<file path="config.mk">
export PLATFORM = sky130hd
export DESIGN_NAME = instr_loader
export DESIGN_NICKNAME = d
export VERILOG_FILES = /design/src/rtl/instr_loader.sv
export SDC_FILE = /design/constraint.sdc
export NUM_CORES = 1
export LEC_CHECK = 0
export ABC_CLOCK_PERIOD_IN_PS = 1770
export CAP_MARGIN = 40
export CORE_ASPECT_RATIO = 2
export CORE_MARGIN = 2
export CORE_UTILIZATION = 40
export DETAILED_ROUTE_END_ITERATION = 10
export MAX_ROUTING_LAYER = met4
export PLACE_DENSITY = 0.74
export SYNTH_ARGS = -nofsm -noshare
export SYNTH_HDL_FRONTEND = slang
export SYNTH_SLANG_ARGS = --single-unit
</file>
<file path="constraint.sdc">
create_clock -name clk -period 1.77 [get_ports clk]
set_input_delay 0.354 -clock clk [delete_from_list [all_inputs] [get_ports clk]]
set_output_delay 0.354 -clock clk [all_outputs]
set_load 0.02 [all_outputs]
</file>
<file path="src/rtl/instr_loader.sv">
// Encodes decoded instruction fields into RV32 words and writes them to instruction memory at consecutive addresses.
// One write strobe per accepted bundle, the cycle after acceptance; in_ready drops during the write so one bundle is in flight.
module instr_loader #(
  parameter int ADDR_W    = 8,
  parameter int BASE_ADDR = 0
) (
  input  logic              clk,
  input  logic              reset_n,
  input  logic              start,
  input  logic              in_valid,
  output logic              in_ready,
  input  logic              in_last,
  input  logic [2:0]        in_class,
  input  logic [4:0]        in_rd,
  input  logic [4:0]        in_rs1,
  input  logic [4:0]        in_rs2,
  input  logic [2:0]        in_funct3,
  input  logic [6:0]        in_funct7,
  input  logic [12:0]       in_imm,
  output logic              imem_we,
  output logic [ADDR_W-1:0] imem_addr,
  output logic [31:0]       imem_wdata,
  output logic              core_hold,
  output logic              done,
  output logic              error,
  output logic [1:0]        err_code,
  output logic [ADDR_W:0]   count
);

  typedef enum logic [2:0] {
    IDLE   = 3'd0,
    ACCEPT = 3'd1,
    WRITE  = 3'd2,
    DONE   = 3'd3,
    ERROR  = 3'd4
  } state_t;

  localparam logic [ADDR_W-1:0] BASE = ADDR_W'(BASE_ADDR);

  state_t            r_state;
  state_t            w_next;
  logic [ADDR_W-1:0] r_addr;
  logic [31:0]       r_wdata;
  logic [ADDR_W:0]   r_count;
  logic [1:0]        r_err_code;
  logic              r_last;

  logic [31:0]       w_word;
  logic [1:0]        w_code;
  logic              w_accept;
  logic              w_restart;
  logic              w_addr_top;

  // Encoder: w_code is 0 for a legal bundle, otherwise the error code it raises.
  always_comb begin
    w_word = '0;
    w_code = 2'd0;
    case (in_class)
      3'd0: begin
        w_word = {in_imm[11:0], in_rs1, in_funct3, in_rd, 7'd3};
        if (in_imm[12] != in_imm[11]) w_code = 2'd2;
      end
      3'd1: begin
        w_word = {in_imm[11:5], in_rs2, in_rs1, in_funct3, in_imm[4:0], 7'd35};
        if (in_imm[12] != in_imm[11]) w_code = 2'd2;
      end
      3'd2: begin
        w_word = {in_imm[12], in_imm[10:5], in_rs2, in_rs1, in_funct3,
                  in_imm[4:1], in_imm[11], 7'd99};
        if (in_imm[0]) w_code = 2'd2;
      end
      3'd3: begin
        w_word = {in_funct7, in_rs2, in_rs1, in_funct3, in_rd, 7'd51};
      end
      3'd4: begin
        w_word = {in_imm[11:0], in_rs1, in_funct3, in_rd, 7'd127};
        if (in_imm[12] != in_imm[11]) w_code = 2'd2;
      end
      default: w_code = 2'd1;
    endcase
  end

  assign w_accept   = (r_state == ACCEPT) && in_valid;
  assign w_restart  = start && ((r_state == IDLE) || (r_state == DONE) || (r_state == ERROR));
  assign w_addr_top = (r_addr == {ADDR_W{1'b1}});

  always_ff @(posedge clk) begin
    if (!reset_n) r_state <= IDLE;
    else          r_state <= w_next;
  end

  always_comb begin
    w_next = r_state;
    case (r_state)
      IDLE, DONE, ERROR: if (start) w_next = ACCEPT;
      ACCEPT:            if (in_valid) w_next = (w_code == 2'd0) ? WRITE : ERROR;
      WRITE: begin
        if (r_last)          w_next = DONE;
        else if (w_addr_top) w_next = ERROR;
        else                 w_next = ACCEPT;
      end
      default:           w_next = IDLE;
    endcase
  end

  always_ff @(posedge clk) begin
    if (!reset_n) begin
      r_addr     <= BASE;
      r_wdata    <= '0;
      r_count    <= '0;
      r_err_code <= 2'd0;
      r_last     <= 1'b0;
    end else if (w_restart) begin
      r_addr     <= BASE;
      r_count    <= '0;
      r_err_code <= 2'd0;
    end else if (w_accept) begin
      if (w_code == 2'd0) begin
        r_wdata <= w_word;
        r_last  <= in_last;
      end else begin
        r_err_code <= w_code;
      end
    end else if (r_state == WRITE) begin
      r_addr  <= r_addr + 1'b1;
      r_count <= r_count + 1'b1;
      if (!r_last && w_addr_top) r_err_code <= 2'd3;
    end
  end

  assign in_ready   = (r_state == ACCEPT);
  assign imem_we    = (r_state == WRITE);
  assign imem_addr  = r_addr;
  assign imem_wdata = r_wdata;
  assign core_hold  = (r_state != DONE);
  assign done       = (r_state == DONE);
  assign error      = (r_state == ERROR);
  assign err_code   = r_err_code;
  assign count      = r_count;

endmodule

</file>
; ---- Yosys cells after proc, flatten, opt, wreduce, memory -nomap -nowiden
; Index checks and enable logic that the tools add are counted.
[classes]
addsub = 2
n_mul = 0
div_mod_pow = 0
magnitude_cmp = 0
n_eq_ne = 14
shift = 0
mux = 14
bitwise = 3
reduce_logical = 18
[op_table]
columns = operator, n
row1 = one-hot mux 32 bit (5 select lines), 1
row2 = two-way mux 3 bit, 5
row3 = "equality test 3 x 2 -> 1 bit, second input constant", 4
row4 = two-way mux 2 bit, 6
row5 = "adder 9 x 1 -> 9 bit, second input constant", 1
row6 = one-hot mux 3 bit (3 select lines), 1
row7 = "adder 8 x 1 -> 8 bit, second input constant", 1
row8 = "equality test 8 bit, second input constant", 1
row9 = "equality test 3 x 1 -> 1 bit, second input constant", 2
row10 = "equality test 3 bit, second input constant", 2
row11 = zero test 3 bit, 2
row12 = "!= test 2 bit, second input constant", 3
row13 = one-hot mux 2 bit (3 select lines), 1
row14 = AND reduction 3 bit, 2
row15 = OR reduction 3 bit, 2
row16 = AND reduction 2 bit, 2
row17 = nonzero test 2 bit, 2
row18 = logical AND 1 bit, 3
row19 = "!= test 3 x 2 -> 1 bit, second input constant", 1
row20 = inverter 1 bit, 3
row21 = zero test 2 bit, 1
row22 = logical OR 1 bit, 2
row23 = OR reduction 2 bit, 1
row24 = zero test 1 bit, 1
row25 = != test 1 bit, 1
[word_totals]
regBits = 55
latchBits = 0
mem_bits_rw = 0
romBits = 0
input_bits = 46
output_inout_bits = 56
word_cells = 57
n_memories = 0

; ---- Depth between registers and ports, before layout
[depth]
word_depth = 7
ltp_mapped = 7
depth_no_buf = 5

; ---- Worst setup path before layout
; OpenSTA, ideal clock, no wires.
[synth_path]
path_kind = register -> register
start = register r_state[1]
end = register r_count[1], in the netlist count[1]
setup_ps = 117
arrival_time_ps = 1616
required_time_ps = 1653
setup_slack_ps = 36
stages_incl_launch_ff = 8
path_buffers = 2
synth_period_minus_slack_ps = 1734
path_cell_list = dfxtp_1 -> buf_2 -> nand3b_1 -> inv_1 -> o21ai_0 -> nand2_1 -> buf_2 -> nor2_1
[synth_via]
elab_chain_cells = 5
word_cells_on_any_way = 12
cone_classes = eq/ne: 4 / bitwise: 1 / reduce/logical: 7
[synth_lines]
columns = item, line
row1 = "start, declared", 40  ; state_t r_state;
row2 = "start signal, assigned", 89  ; else r_state <= w_next;
row3 = equality test 3 x 2 -> 1 bit, --
row4 = net done, 24  ; output logic done,
row5 = logical OR 1 bit (2 in a row), 84  ; assign w_restart = start && ((r_state == IDLE) || (r_state == DONE) || (r_state == ERROR));
row6 = logical AND 1 bit, 84
row7 = OR reduction 2 bit (no line), --
row8 = "end signal, assigned", 126  ; r_count <= r_count + 1'b1;
row9 = "end, declared", 44  ; logic [ADDR_W:0] r_count;
; The timed path passes the listed nets, and every way through them passes these cells.
; A chain may end at the register's enable or synchronous reset.

; ---- Worst setup path after layout
[layout_path]
start = register r_addr[2], in the netlist imem_addr[2]
end = output port imem_addr[2]
[layout_rtl]
columns = item, line
row1 = "start, declared", 42  ; logic [ADDR_W-1:0] r_addr;
row2 = "start signal, assigned", 125  ; r_addr <= r_addr + 1'b1;
row3 = "end, declared", 21  ; output logic [ADDR_W-1:0] imem_addr,
; No word-level cell between the ends.

==> results_dict.tcl <==
set metrics [dict create \
    powerDensity_mw_per_mm2 656 \
    relSlewSlack_pct 65.6 \
    core_area_mm2 0.00657 \
    setup.worst_path.class "reg -> out" \
    cp_max_fo 6 \
    rows 42 \
    async_reset_ff_share_pct 0 \
    ant_nets 0 \
    synth-edff-count 0 \
    routed_wl_mm 7.39 \
    clk_pin_slew_ns 0.06 \
    mostFrequentLayoutCells "96 x clkdlybuf4s50_1, 50 x dfxtp_1, 37 x nand2_1" \
    dr.pass1.iters 4 \
    fin_hold_ws_ns 0.458 \
    dp.cells 508 \
    finalSetupTns_ns 0 \
    fin_util_pct 62.0 \
    wl_per_cell_um 14.3 \
    critPathCaptureType "output port" \
    grt_max_degree 38 \
    dominantRegCellSynth "dfxtp_1" \
    wl_met2_mm 4.15 \
    worstSkewPairLatency_ns 0.29 \
    synth_seq_cells 53 \
    critPathRequiredTime_ns 1.42 \
    cts_hold_buf 0 \
    period_share_pct 96.7 \
    clockBufferDepth 2 \
    antenna_found_initial 0 \
    vias 2667 \
    path_buf_inv 1 \
    period_minus_slack_ns 1.71 \
    port_buffers 101 \
    worst_slew_pin_slew_ns 0.516 \
    yosysSeqAreaShare_pct 39.5 \
    synth_area_per_cell_um2 8.59 \
    cts_tree "built" \
    clock_sinks 53 \
    syn_inst 313 \
    ys_types 46 \
    die_w_um 62.0 \
    yosysTopAreaCellShare_pct 39.5 \
    hpwl_mm 5.82 \
    netlist_area_mm2 0.00269 \
    max_cap_viol_count 0 \
    wl_met1_mm 2.72 \
    highest_layer "met4" \
    cp_slowest_cell "clkdlybuf4s50_1" \
    cp_top_family "buffers and inverters" \
    cts_made_buffers 5 \
    grt_pass1_wl_mm 12.1 \
    path_cells "clkdlybuf4s50_1" \
    insertedDiodeCount 0 \
    ctsHtreeMaxLevel 2 \
    outcome "completed" \
    gr-total-overflow 0 \
    vias_per_cell 5.17 \
    synth_top_cell_by_area "dfxtp_1" \
    met3_length_um 247 \
    layout.cells.non_filler 516 \
    hold_viol 0 \
    nNetsFinal 475 \
    drc_errors 0 \
    hp-class "reg -> reg" \
    synth-warning-count 0 \
    critPathMaxStageDelay_ns 0.64 \
    max_freq_mhz 584 \
    synth_area_leaders "dfxtp_1 39%, mux2i_1 8.2%, a21oi_1 6.3%" \
    root_buffer "clkbuf_16" \
    start_util_pct 40.9 \
    syn_nets 361 \
    rsz0062_at_grt "no" \
    boundaryPins 102 \
    die_h_um 120 \
    dieArea_mm2 0.00743 \
    drtIter0Drc 147 \
    max-vdd-ir-drop_uv 694 \
    place_congestion 0.927 \
    grt_pass1_vias 2662 \
    setup-violations-final 0 \
    grt_util_all_layers_pct 21.9 \
    final_common_cell "clkdlybuf4s50_1" \
    syn2layout_area_growth_pct 51.4 \
    leakage_nw 1.49 \
    crit_path_start_kind "flop" \
    slew_viol_final 0 \
    skew_ns 0.00421 \
    drive_above_1_share_pct 11.4 \
    arrival_ns 1.36 \
]
flip-flops by register name, indices dropped and copies added, names as in the netlist:
register	cells
err_code	2
r_state	3
imem_wdata	30
r_last	1
imem_addr	8
count	9
per-stage QoR:
stage | total power, mW | setup slack [ns] | area [µm²]
detailed placement | 1.76 | -0.279 | 3920
CTS | 2.69 | 0.0396 | 4050
finish | 2.67 | 0.0584 | 4070
global placement | 1.76 | -0.171 | 3920
floorplan | 1.51 | 0.0363 | 2690
global route | 2.79 | 0.00600 | 4070
path summary, 6_finish.rpt:
path / from / endpoint / slack, ns / cells past startpoint
setup / recovery: imem_addr[2] / imem_addr[2] / 0.06 / 1
hold / removal: imem_wdata[12] / imem_wdata[12] / 0.46 / 2
setup reg to reg: r_state[0] / imem_wdata[5] / 0.18 / 6
hold reg to reg: imem_wdata[12] / imem_wdata[12] / 0.46 / 2
area by class of cell:
type                            count  area [µm²]
Fill cell                         590        2500
Multi-Input combinational cell    230        1470
Timing Repair Buffer              132        1270
Sequential cell                    53        1060
Clock buffer                        8         136
Tap cell                           88         110
Inverter                            5        18.8
per-layer routing:
metal,vias up,track usage (%)
met3,19,3.23
met4,0,9.84
met5,-,-
li1,1329,-
met2,77,38.9
met1,1242,21.9
logic make-up after synthesis:
kind of cell | count (synthesis) | share of synthesized area (%)
multiplexers | 22 | 8.19
AND/OR/NAND/NOR | 112 | 21.1
XOR/XNOR | 16 | 5.21
AO/OA/AOI/OAI | 77 | 18.4
adder cells (fa/ha/maj) | 3 | 1.30
buffers and inverters | 30 | 6.24
flip-flops | 53 | 39.5
where the power goes:
part           internal (mW)  switching, mW
Sequential              1.22         0.0213
Combinational          0.267          0.234
Clock                  0.527          0.403
timing repair:
action | 4_1_cts | 5_1_grt
setup endpoints to repair | 5 | 29
buffers inserted | 0 | 0
resized for setup | 8 | 5
cells in the mapped netlist (all sizes together) (2+ instances only):
library cell	count
dfxtp	53
nand2	37
a21oi	34
nor2	31
mux2i	22
buf	18
a211oi	13
o21ai	11
nor2b	10
xnor2	8
xor2	8
clkbuf	7
nor3b	7
a32o	6
inv	5
nand4	5
nor3	5
and2	4
a31oi	3
nand3	3
a41o	2
ha	2
nand2b	2
o22ai	2
Power figures use the tool's default switching activity.
